File: config.mk
export PLATFORM = sky130hd
export DESIGN_NAME = button_press_classifier_flat
export DESIGN_NICKNAME = d
export VERILOG_FILES = /design/src/rtl/button_press_classifier_if.sv /design/src/rtl/button_press_classifier.sv /design/src/flat_wrapper.sv
export SDC_FILE = /design/constraint.sdc
export NUM_CORES = 1
export LEC_CHECK = 0
export BUFFER_PORTS_ARGS = -buffer_cell sky130_fd_sc_hd__buf_2
export CORE_MARGIN = 2
export CORE_UTILIZATION = 59
export CTS_CLUSTER_SIZE = 30
export DETAILED_ROUTE_END_ITERATION = 10
export PLACE_DENSITY_LB_ADDON = 0.12
export SLEW_MARGIN = 20
export SYNTH_ARGS = -nofsm -noshare
export SYNTH_HDL_FRONTEND = slang
export SYNTH_SLANG_ARGS = --single-unit
File: constraint.sdc
create_clock -name control_clock -period 3 [get_ports control_clock]
set_clock_uncertainty 0.05 [all_clocks]
set_input_delay 0.6 -clock control_clock [delete_from_list [all_inputs] [get_ports control_clock]]
set_output_delay 0.6 -clock control_clock [all_outputs]
set_load 0.03 [all_outputs]
File: src/rtl/button_press_classifier_if.sv
// rtl/button_press_classifier_if.sv - button level in, classified press events out
interface button_press_classifier_if #(
  parameter int EVENT_WIDTH = 8
);
  logic                   debounced;
  logic                   short_press;
  logic                   long_press;
  logic                   repeat_pulse;
  logic                   held;
  logic [EVENT_WIDTH-1:0] event_count;

  // master drives the button level and observes events
  modport master (
    output debounced,
    input  short_press, long_press, repeat_pulse, held, event_count
  );

  // slave is the classifier itself
  modport slave (
    input  debounced,
    output short_press, long_press, repeat_pulse, held, event_count
  );
endinterface

File: src/rtl/button_press_classifier.sv
// rtl/button_press_classifier.sv - short/long press classifier, optional AUTO_REPEAT_EN auto-repeat
module button_press_classifier #(
  parameter int LONG_PRESS_CYCLES = 1000,
  parameter int REPEAT_CYCLES     = 200,
  parameter int COUNT_WIDTH       = 16,
  parameter int EVENT_WIDTH       = 8
) (
  input  logic                       control_clock,
  input  logic                       control_reset,
  button_press_classifier_if.slave   bus
);

  typedef enum logic [1:0] {
    ST_ARM       = 2'd0,
    ST_IDLE      = 2'd1,
    ST_PRESSED   = 2'd2,
    ST_LONG_HELD = 2'd3
  } state_t;

  localparam logic [COUNT_WIDTH-1:0] HOLD_LAST = COUNT_WIDTH'(LONG_PRESS_CYCLES - 1);

  state_t                 state_q, state_d;
  logic [COUNT_WIDTH-1:0] hold_cnt_q, hold_cnt_d;
  logic                   short_q, short_d;
  logic                   long_q, long_d;
  logic                   held_q, held_d;
  logic [EVENT_WIDTH-1:0] evt_q, evt_d;

`ifdef AUTO_REPEAT_EN
  localparam logic [COUNT_WIDTH-1:0] REP_LAST = COUNT_WIDTH'(REPEAT_CYCLES - 1);
  logic [COUNT_WIDTH-1:0] rep_cnt_q, rep_cnt_d;
  logic                   rep_q, rep_d;
`else
  logic unused_repeat_cfg;
  assign unused_repeat_cfg = (REPEAT_CYCLES > 0);
`endif

  // state and registered outputs; reset leaves the FSM in ARM so a held button is ignored
  always_ff @(posedge control_clock) begin
    if (control_reset) begin
      state_q    <= ST_ARM;
      hold_cnt_q <= '0;
      short_q    <= 1'b0;
      long_q     <= 1'b0;
      held_q     <= 1'b0;
      evt_q      <= '0;
`ifdef AUTO_REPEAT_EN
      rep_cnt_q  <= '0;
      rep_q      <= 1'b0;
`endif
    end else begin
      state_q    <= state_d;
      hold_cnt_q <= hold_cnt_d;
      short_q    <= short_d;
      long_q     <= long_d;
      held_q     <= held_d;
      evt_q      <= evt_d;
`ifdef AUTO_REPEAT_EN
      rep_cnt_q  <= rep_cnt_d;
      rep_q      <= rep_d;
`endif
    end
  end

  // next-state: release takes priority over the long-press threshold
  always_comb begin
    state_d = state_q;
    case (state_q)
      ST_ARM:       if (!bus.debounced) state_d = ST_IDLE;
      ST_IDLE:      if (bus.debounced)  state_d = ST_PRESSED;
      ST_PRESSED: begin
        if (!bus.debounced)             state_d = ST_IDLE;
        else if (hold_cnt_q == HOLD_LAST) state_d = ST_LONG_HELD;
      end
      ST_LONG_HELD: if (!bus.debounced) state_d = ST_IDLE;
      default:                          state_d = ST_ARM;
    endcase
  end

  // output and counter next values; pulses default low so each lasts one cycle
  always_comb begin
    hold_cnt_d = hold_cnt_q;
    short_d    = 1'b0;
    long_d     = 1'b0;
    held_d     = held_q;
`ifdef AUTO_REPEAT_EN
    rep_cnt_d  = rep_cnt_q;
    rep_d      = 1'b0;
`endif
    case (state_q)
      ST_ARM: held_d = 1'b0;
      ST_IDLE: begin
        if (bus.debounced) begin
          hold_cnt_d = '0;
          held_d     = 1'b1;
        end
      end
      ST_PRESSED: begin
        if (!bus.debounced) begin
          short_d = 1'b1;
          held_d  = 1'b0;
        end else if (hold_cnt_q == HOLD_LAST) begin
          long_d = 1'b1;
`ifdef AUTO_REPEAT_EN
          rep_cnt_d = '0;
`endif
        end else begin
          hold_cnt_d = hold_cnt_q + 1'b1;
        end
      end
      ST_LONG_HELD: begin
        if (!bus.debounced) begin
          held_d = 1'b0;
        end else begin
`ifdef AUTO_REPEAT_EN
          if (rep_cnt_q == REP_LAST) begin
            rep_d     = 1'b1;
            rep_cnt_d = '0;
          end else begin
            rep_cnt_d = rep_cnt_q + 1'b1;
          end
`endif
        end
      end
      default: held_d = 1'b0;
    endcase
    evt_d = (short_d || long_d) ? evt_q + 1'b1 : evt_q;
  end

  assign bus.short_press = short_q;
  assign bus.long_press  = long_q;
  assign bus.held        = held_q;
  assign bus.event_count = evt_q;
`ifdef AUTO_REPEAT_EN
  assign bus.repeat_pulse = rep_q;
`else
  assign bus.repeat_pulse = 1'b0;
`endif

endmodule

File: src/flat_wrapper.sv
// flat-port wrapper written by rule: the top's interface ports become plain ports
module button_press_classifier_flat 
#(
  parameter int LONG_PRESS_CYCLES = 1000,
  parameter int REPEAT_CYCLES     = 200,
  parameter int COUNT_WIDTH       = 16,
  parameter int EVENT_WIDTH       = 8
)
  (control_clock, control_reset, bus_debounced, bus_short_press, bus_long_press, bus_repeat_pulse, bus_held, bus_event_count);
  button_press_classifier_if #(.EVENT_WIDTH(EVENT_WIDTH)) bus_i ();
  input  logic control_clock;
  input  logic control_reset;
  input wire logic [$bits(bus_i.debounced)-1:0] bus_debounced;
  output wire logic [$bits(bus_i.short_press)-1:0] bus_short_press;
  output wire logic [$bits(bus_i.long_press)-1:0] bus_long_press;
  output wire logic [$bits(bus_i.repeat_pulse)-1:0] bus_repeat_pulse;
  output wire logic [$bits(bus_i.held)-1:0] bus_held;
  output wire logic [$bits(bus_i.event_count)-1:0] bus_event_count;
  assign bus_i.debounced = bus_debounced;
  assign bus_short_press = bus_i.short_press;
  assign bus_long_press = bus_i.long_press;
  assign bus_repeat_pulse = bus_i.repeat_pulse;
  assign bus_held = bus_i.held;
  assign bus_event_count = bus_i.event_count;
  button_press_classifier #(.LONG_PRESS_CYCLES(LONG_PRESS_CYCLES), .REPEAT_CYCLES(REPEAT_CYCLES), .COUNT_WIDTH(COUNT_WIDTH), .EVENT_WIDTH(EVENT_WIDTH)) u_core (.control_clock(control_clock), .control_reset(control_reset), .bus(bus_i));
endmodule
Word level (Yosys, flattened, before mapping)
Cells that the tools add are included.
- register bits: 29
- bits in latches: 0
- RAM bits: 0
- bits in read-only memories: 0
- input bits: 3
- output and inout port bits: 12
- word-level logic and storage cells: 43
- memories: 0
- $add $sub $neg: 2
- $mul: 0
- divide/modulo/power cells: 0
- $lt $le $gt $ge: 0
- eq/ne operators: 10
- shift-type cells: 0
- multiplexer cells: 17
- bitwise operators: 0
- reductions and logical operators: 8
- operators with widths (operator ; count):
    16-bit 2-to-1 mux ; 3
    16-bit one-hot mux with 2 select lines ; 1
    16-bit by 1-bit adder with 16-bit output (second input constant) ; 1
    16-bit by 10-bit equality test with 1-bit output (second input constant) ; 1
    2-bit inequality test (second input constant) ; 5
    8-bit by 1-bit adder with 8-bit output (second input constant) ; 1
    2-bit 2-to-1 mux ; 4
    1-bit 2-to-1 mux ; 7
    2-bit one-hot mux with 3 select lines ; 1
    2-bit equality test (second input constant) ; 2
    4-bit AND reduction ; 1
    2-bit OR reduction ; 2
    3-bit by 2-bit inequality test with 1-bit output (second input constant) ; 1
    1-bit one-hot mux with 3 select lines ; 1
    3-bit AND reduction ; 1
    2-bit by 1-bit equality test with 1-bit output (second input constant) ; 1
    2-bit zero test ; 1
    2-bit AND reduction ; 1
    2-bit nonzero test ; 1
    1-bit logical OR ; 1

Depth between registers and ports, before layout
Gate-level depths: netlist of the first run.
- depth after elaboration: 5
- mapped depth: 8
- mapped depth without buffers: 6

Worst setup path before layout of the first run
Ideal clock, no wire load.
- path kind: flip-flop to flip-flop
- from: register u_core.hold_cnt_q[3]
- to: register u_core.evt_q[5], in the netlist u_core.bus.event_count[5]
- data arrival time: 1.917 ns
- required time: 2.829 ns
- setup slack: 0.912 ns
- stages on the path, launching flop included: 5
- buffers on the path: 0
- period minus slack after synthesis: 2.088 ns
- cell sequence: dfxtp_1 or4_4 o41a_1 nor3_1 mux2_2
- longest elaborated chain between the ends: 5
- ends and longest elaborated chain (what ; RTL line ; text):
    start: declaration ; button_press_classifier.sv:23 ; logic [COUNT_WIDTH-1:0] hold_cnt_q, hold_cnt_d;
    start signal: assignment ; button_press_classifier.sv:53 ; hold_cnt_q <= hold_cnt_d;
    16-bit by 10-bit equality test with 1-bit output ; button_press_classifier.sv:102 ; end else if (hold_cnt_q == HOLD_LAST) begin
    1-bit 2-to-1 mux ; button_press_classifier.sv:102 ;
    1-bit 2-to-1 mux ; button_press_classifier.sv:99 ; if (!bus.debounced) begin
    1-bit 2-to-1 mux ; button_press_classifier.sv:90 ; case (state_q)
    1-bit logical OR ; button_press_classifier.sv:127 ; evt_d = (short_d || long_d) ? evt_q + 1'b1 : evt_q;
    end signal: assignment ; button_press_classifier.sv:57 ; evt_q <= evt_d;
    end: declaration ; button_press_classifier.sv:27 ; logic [EVENT_WIDTH-1:0] evt_q, evt_d;
No other way between the ends.
A chain may end at the register's enable or synchronous reset.

Worst setup path in the final report of the first run
- from: register u_core.hold_cnt_q[3]
- to: register u_core.state_q[0]
- longest elaborated chain between the ends: 3
- ends and longest elaborated chain (what ; RTL line ; text):
    16-bit by 10-bit equality test with 1-bit output ; button_press_classifier.sv:73 ; else if (hold_cnt_q == HOLD_LAST) state_d = ST_LONG_HELD;
    3-bit by 2-bit inequality test with 1-bit output (no line) ; n/a ;
    3-bit AND reduction (no line) ; n/a ;
    end signal: assignment ; button_press_classifier.sv:52 ; state_q <= state_d;
    end: declaration ; button_press_classifier.sv:22 ; state_t state_q, state_d;
No other way between the ends.

==> results of run 1 <==
-- cell families (layout without fill, tap and decap cells) --
kind of cell,count (synthesis),in the layout,synth area share
compound gates,38,38,0.181
fa+ha+maj,6,6,0.0430
buf+inv,19,29,0.0573
flops,29,29,0.332
mux,10,10,0.0659
other cells,1,1,0.00215
simple gates,94,94,0.319
-- area by class of cell --
class	count	area, um2
timing repair buffer	16	87.6
sequential	29	581
inverter	6	22.5
clock buffer	7	55.1
tap	31	38.8
fill	236	931
multi-input combinational	149	1070
-- per-layer routing --
metal | global-route usage | share of wire | vias to the layer above
li1 | - | - | 768
met1 | 0.330 | 0.43 | 771
met2 | 0.430 | 0.49 | 69
met3 | 0.0637 | 0.056 | 14
met4 | 0.0997 | 0.028 | 0
met5 | 0 | 0 | -
-- worst max-delay path: stages (launching register included) --
cell       delay (ns)
dfxtp_1          0.39
or4_4            0.59
o41a_1           0.67
a2bb2oi_1        0.31
mux2_2           0.36
-- placed cells by master (no fill, tap or decap), drive strengths merged, types with 6 or more instances in the layout --
| cell type | instances |
|---|---|
| dfxtp | 29 |
| nand3 | 16 |
| clkbuf | 7 |
| ha | 6 |
| nor2b | 6 |
| or3 | 6 |
| and4 | 6 |
| nand4 | 9 |
| inv | 6 |
| and3 | 6 |
| nand2 | 10 |
| nor2 | 14 |
| buf | 16 |
| a21oi | 8 |
| mux2 | 6 |
-- stage by stage --
stage	utilization	power [mW]
2_1_floorplan	-	0.651
3_3_place_gp	0.646	0.701
3_5_place_dp	0.646	0.722
4_1_cts	0.665	0.957
5_1_grt	0.665	1.01
6_report	0.665	0.960
-- worst paths after layout --
| path | from | end | slack [ns] | cells after the start |
|---|---|---|---|---|
| max | u_core.hold_cnt_q[3] | u_core.state_q[0] | 0.51 | 4 |
| min | u_core.bus.held | u_core.bus.held | 0.43 | 2 |
| max reg2reg | u_core.hold_cnt_q[3] | u_core.state_q[0] | 0.51 | 4 |
| min reg2reg | u_core.bus.held | u_core.bus.held | 0.43 | 2 |
-- state kept, by name (all words and copies together) (netlist names) --
register,cells
u_core.bus.held,1
u_core.bus.event_count,8
u_core.state_q,2
u_core.hold_cnt_q,16
u_core.bus.short_press,1
u_core.bus.long_press,1
-- report_power, final --
group          switching (mW)  internal (mW)
clock network           0.131          0.110
logic                   0.198         0.0912
registers              0.0225          0.407
==> impl_metrics.py, run 1 <==
metrics = {
    "drt": {
        "drcViolationCount": 0,
        "via_per_inst": 6.82,
        "wl_per_cell_um": 16.7,
        "vias": 1622,
        "first_pass_iters": 4,
        "drt_wl_total_mm": 3.97,
        "drt_iter0_drc": 78,
        "ant_nets": 0,
    },
    "sta": {
        "slew-limit-headroom": 0.579,
        "max_freq_ghz": 0.402,
        "tightest_slew_ns": 0.629,
        "finalWorstSetupSlack_ns": 0.512,
        "rsz0062_at_grt": "no",
        "hold_viol_final": 0,
        "fin_setup_tns_ns": 0,
        "slew_violations": 0,
        "fin_worst_hold_slack_ns": 0.430,
        "period_minus_slack_ns": 2.49,
        "setup_viol": 0,
        "fin_crit_sh": 0.829,
    },
    "placed_design": {
        "dp_cells": 231,
        "dp_worst_setup_slack_ns": 0.571,
        "place_area_mm2": 0.00180,
        "io_buffer_count": 13,
        "gp_congestion": 0.876,
        "dp.final_hpwl_mm": 2.80,
    },
    "grt": {
        "grt_antenna_before_repair": 0,
        "grt_pass1_vias": 1462,
        "grt-ovfl-total": 0,
        "grt_max_degree": 32,
        "grt_first_pass_wirelength_mm": 6.89,
        "grt_use_total": 0.261,
    },
    "logic_synthesis": {
        "ys_types": 53,
        "yosysWarnings": 0,
        "ys_seq_elements": 29,
        "synth_fp_nets": 206,
        "synth_ff_type": "dfxtp_1",
        "yosysTopAreaCell": "dfxtp_1",
        "syn_inst": 197,
        "synth-edff-count": 0,
        "yosysMostFrequentCell": "dfxtp_1",
        "ys_seq_area_frac": 0.332,
        "ys_top_cells_by_area": "dfxtp_1, nand3_1, ha_1, nor2_1, nand4_1",
        "netlist_area_mm2": 0.00175,
        "synth_commonest_cells": "dfxtp_1, nand3_1, nor2_1, nand2_1, a21oi_1",
        "synth_top_area_share": 0.332,
        "synthArstFlopShare": 0,
        "synth_area_per_cell_um2": 8.87,
    },
    "critical_path": {
        "required_ns": 3.16,
        "cp_max_fo": 14,
        "arrival_ns": 2.65,
        "cp-start-kind": "flip-flop",
        "crit_path_end_kind": "flip-flop",
        "critPathKind": "reg2reg",
    },
    "cells_and_area": {
        "syn_to_final_growth_pct": 5.95,
        "antenna_cells": 0,
        "fin_nets": 216,
        "final_area_mm2": 0.00185,
        "drive_gt1_frac": 0.203,
        "fin_cells": 238,
    },
    "clock_tree": {
        "holdBufCountCts": 0,
        "insertion_delay_ns": 0.33,
        "cts_resized": 0,
        "clock_path_buffers": 2,
        "tritoncts.num_buffers": 5,
        "post_cts_buffers": 0,
        "root_buffer": "clkbuf_4",
        "clock_sink_count": 29,
        "cts_tree": "done",
        "htree_num_levels": 2,
        "cts.clk_slew.worst_paths_ns": 0.09,
    },
    "pwr": {
        "powerDensity_mw_per_mm2": 519,
        "ir_worst_vdd_mv": 0.562,
        "leakage_nw": 0.745,
    },
    "die": {
        "die_w_um": 58.4,
        "io-pin-count": 15,
        "dieHeight_um": 58.4,
        "fp.dieArea_mm2": 0.00341,
        "core_area_mm2": 0.00278,
        "row_count": 19,
        "initial_utilization": 0.628,
    },
    "run": {
        "drv_cap": 0,
    },
    "worst_hold_path": {
        "holdCritPathClass": "reg2reg",
    },
    "outcome": {
        "outcome": "completed",
    },
}
(Power assumes the default switching activity.)
==> run 2: changes to the inputs <==
--- a/config.mk
+++ b/config.mk
@@ -5,9 +5,10 @@
 export SDC_FILE = /design/constraint.sdc
 export NUM_CORES = 1
 export LEC_CHECK = 0
+export ABC_AREA = 1
 export BUFFER_PORTS_ARGS = -buffer_cell sky130_fd_sc_hd__buf_2
 export CORE_MARGIN = 2
-export CORE_UTILIZATION = 59
+export CORE_UTILIZATION = 53
 export CTS_CLUSTER_SIZE = 30
 export DETAILED_ROUTE_END_ITERATION = 10
 export PLACE_DENSITY_LB_ADDON = 0.12
==> constraint.sdc (replaced) <==
create_clock -name control_clock -period 2.25 [get_ports control_clock]
set_clock_uncertainty 0.05 [all_clocks]
set_input_delay 0.45 -clock control_clock [delete_from_list [all_inputs] [get_ports control_clock]]
set_output_delay 0.45 -clock control_clock [all_outputs]
set_load 0.03 [all_outputs]
==> impl_metrics.py, run 2 <==
metrics = {
    "cells_and_area": {
        "multi_input_area_mm2": 0.00105,
        "seq_area_um2": 581,
        "final_area_mm2": 0.00196,
        "largest_reg_flops": 16,
        "syn_to_final_growth_pct": 8.46,
        "final_common_cell": "nand2_1",
        "nFillCells": 337,
        "regMostFlops": "u_core.hold_cnt_q",
        "fin_cells": 346,
        "antenna_cells": 0,
        "most-common-layout-cells": "nand2_1, nor2_1, nand3_1, dfxtp_1",
        "drive_gt1_frac": 0.113,
        "fin_nets": 308,
    },
    "critical_path": {
        "cp_common_cell": "nand2_1",
        "required_ns": 2.44,
        "cp_max_fo": 21,
        "crit_path_end_kind": "flip-flop",
        "crit_start": "u_core.state_q[0]",
        "arrival_ns": 2.02,
        "crit_chain": "inv_1 > ha_1 > clkinv_1 > nand3_2 > nand2_4 > nand2_1 > nand2_1 > nand2_1 > inv_1",
        "cp-start-kind": "flip-flop",
        "crit_slowest_cell": "ha_1",
        "cp_slowest_stage_delay_ns": 0.39,
        "critPathKind": "reg2reg",
        "rr_startpoint": "u_core.state_q[0]",
    },
    "clock_tree": {
        "clock_path_buffers": 2,
        "holdBufCountCts": 0,
        "insertion_delay_ns": 0.34,
        "clock_sink_count": 29,
        "cts.clk_slew.worst_paths_ns": 0.10,
        "tritoncts.num_buffers": 5,
        "cts_tree": "done",
        "htree_num_levels": 2,
        "cts_resized": 0,
        "post_cts_buffers": 0,
        "root_buffer": "clkbuf_4",
    },
    "logic_synthesis": {
        "yosysTopAreaCell": "dfxtp_1",
        "yosysWarnings": 0,
        "syn_inst": 286,
        "synth_commonest_cells": "nand2_1, nor2_1, dfxtp_1, nand3_1",
        "ys_top_cells_by_area": "dfxtp_1, nand2_1, nor2_1, nand3_1, a21oi_1",
        "synth-edff-count": 0,
        "synth_fp_nets": 295,
        "ys_seq_elements": 29,
        "synth_area_per_cell_um2": 6.31,
        "ys_types": 26,
        "synth_top_area_share": 0.322,
        "synthArstFlopShare": 0,
        "yosysMostFrequentCell": "nand2_1",
        "synth_ff_type": "dfxtp_1",
        "ys_seq_area_frac": 0.322,
        "netlist_area_mm2": 0.00180,
    },
    "grt": {
        "grt_max_degree": 22,
        "grt-ovfl-total": 0,
        "grt_first_pass_wirelength_mm": 6.95,
        "grt_pass1_vias": 1582,
        "grt_antenna_before_repair": 0,
        "grt_use_total": 0.222,
    },
    "placed_design": {
        "dp.final_hpwl_mm": 2.75,
        "io_buffer_count": 13,
        "dp_cells": 338,
        "place_area_mm2": 0.00187,
        "gp_congestion": 0.874,
    },
    "drt": {
        "first_pass_iters": 4,
        "ant_nets": 0,
        "drt_iter0_drc": 135,
        "drcViolationCount": 0,
        "drt_wl_total_mm": 3.90,
        "vias": 1753,
        "via_per_inst": 5.07,
        "wl_per_cell_um": 11.3,
    },
    "die": {
        "row_count": 21,
        "core_area_mm2": 0.00331,
        "initial_utilization": 0.545,
        "io-pin-count": 15,
        "fp.dieArea_mm2": 0.00389,
        "die_w_um": 62.3,
        "dieHeight_um": 62.3,
    },
    "sta": {
        "slew_violations": 0,
        "fin_setup_tns_ns": 0,
        "setup_viol": 0,
        "hold_viol_final": 0,
        "period_minus_slack_ns": 1.83,
        "fin_crit_sh": 0.815,
        "rsz0062_at_grt": "no",
        "max_freq_ghz": 0.546,
    },
    "worst_hold_path": {
        "holdCritStartpoint": "u_core.bus.held",
        "holdCritPathClass": "reg2reg",
    },
    "pwr": {
        "powerDensity_mw_per_mm2": 775,
        "ir_worst_vdd_mv": 0.451,
        "leakage_nw": 0.856,
        "total_power_mw": 1.52,
    },
    "outcome": {
        "outcome": "completed",
    },
    "run": {
        "drv_cap": 0,
    },
}
[run 2: changes by cell type in the layout (fill, tap and decap cells not counted), moves of 6 or more]
cell / previous run / this run
inv_1: 6 / 23
nand2_1: 10 / 91
or3_1: 6 / 0
nand3_1: 16 / 29
nor2_1: 14 / 39
a21oi_1: 8 / 23
nor2b_1: 6 / 0
[run 2: report_power, final]
part           internal, mW  leakage (nW)  switching [mW]
sequential            0.547         0.234          0.0318
combinational         0.142         0.577           0.334
clock                 0.265        0.0455           0.197
total                 0.954         0.856           0.562
[run 2: kinds of logic after synthesis]
group	share of synthesized area
and+or+nand+nor	0.440
buffers and inverters	0.0950
AOI/OAI and AO/OA	0.0804
DFF	0.322
adders and majority gates	0.0416
other	0.00208
xor gates and xnor gates	0.0194
[run 2: through the flow]
| step | worst slack, ns | hold slack (ns) | util |
|---|---|---|---|
| detailed placement | 0.441 | 0.406 | 0.565 |
| floorplan | 0.728 | 0.418 | - |
| global placement | 0.505 | 0.405 | 0.565 |
| global route | 0.197 | 0.449 | 0.591 |
| finish | 0.417 | 0.419 | 0.591 |
| CTS | 0.421 | 0.421 | 0.591 |
[run 2: layer usage]
layer  global-route usage  vias to the layer above  wire length (um)
li1                     -                      940                 -
met5                    0                        -                 0
met4               0.0750                        0                53
met3               0.0598                        6               188
met2                0.364                       36              1740
met1                0.282                      771              1920
[run 2: area by class of cell]
type                    count  area share
clock buffers               7      0.0281
well taps                  46      0.0294
multi-input cells         221       0.538
inverters                  27      0.0518
clock inverters             1      0.0153
repair buffers             15      0.0409
flip-flops and latches     29       0.297
[run 2: critical path: cells and delay by family, from the launching register on]
family	cells	cell delay (ns)
adder cells (fa/ha/maj)	1	0.39
buffers and inverters	3	0.28
flip-flops	1	0.36
AND/OR/NAND/NOR	5	0.65
[run 2: worst paths after layout]
kind                           endpoint  slack [ns]  depth (start not counted)
setup / recovery  u_core.hold_cnt_q[13]        0.42                          9
hold reg to reg         u_core.bus.held        0.42                          2
hold / removal          u_core.bus.held        0.42                          2
setup reg to reg  u_core.hold_cnt_q[13]        0.42                          9
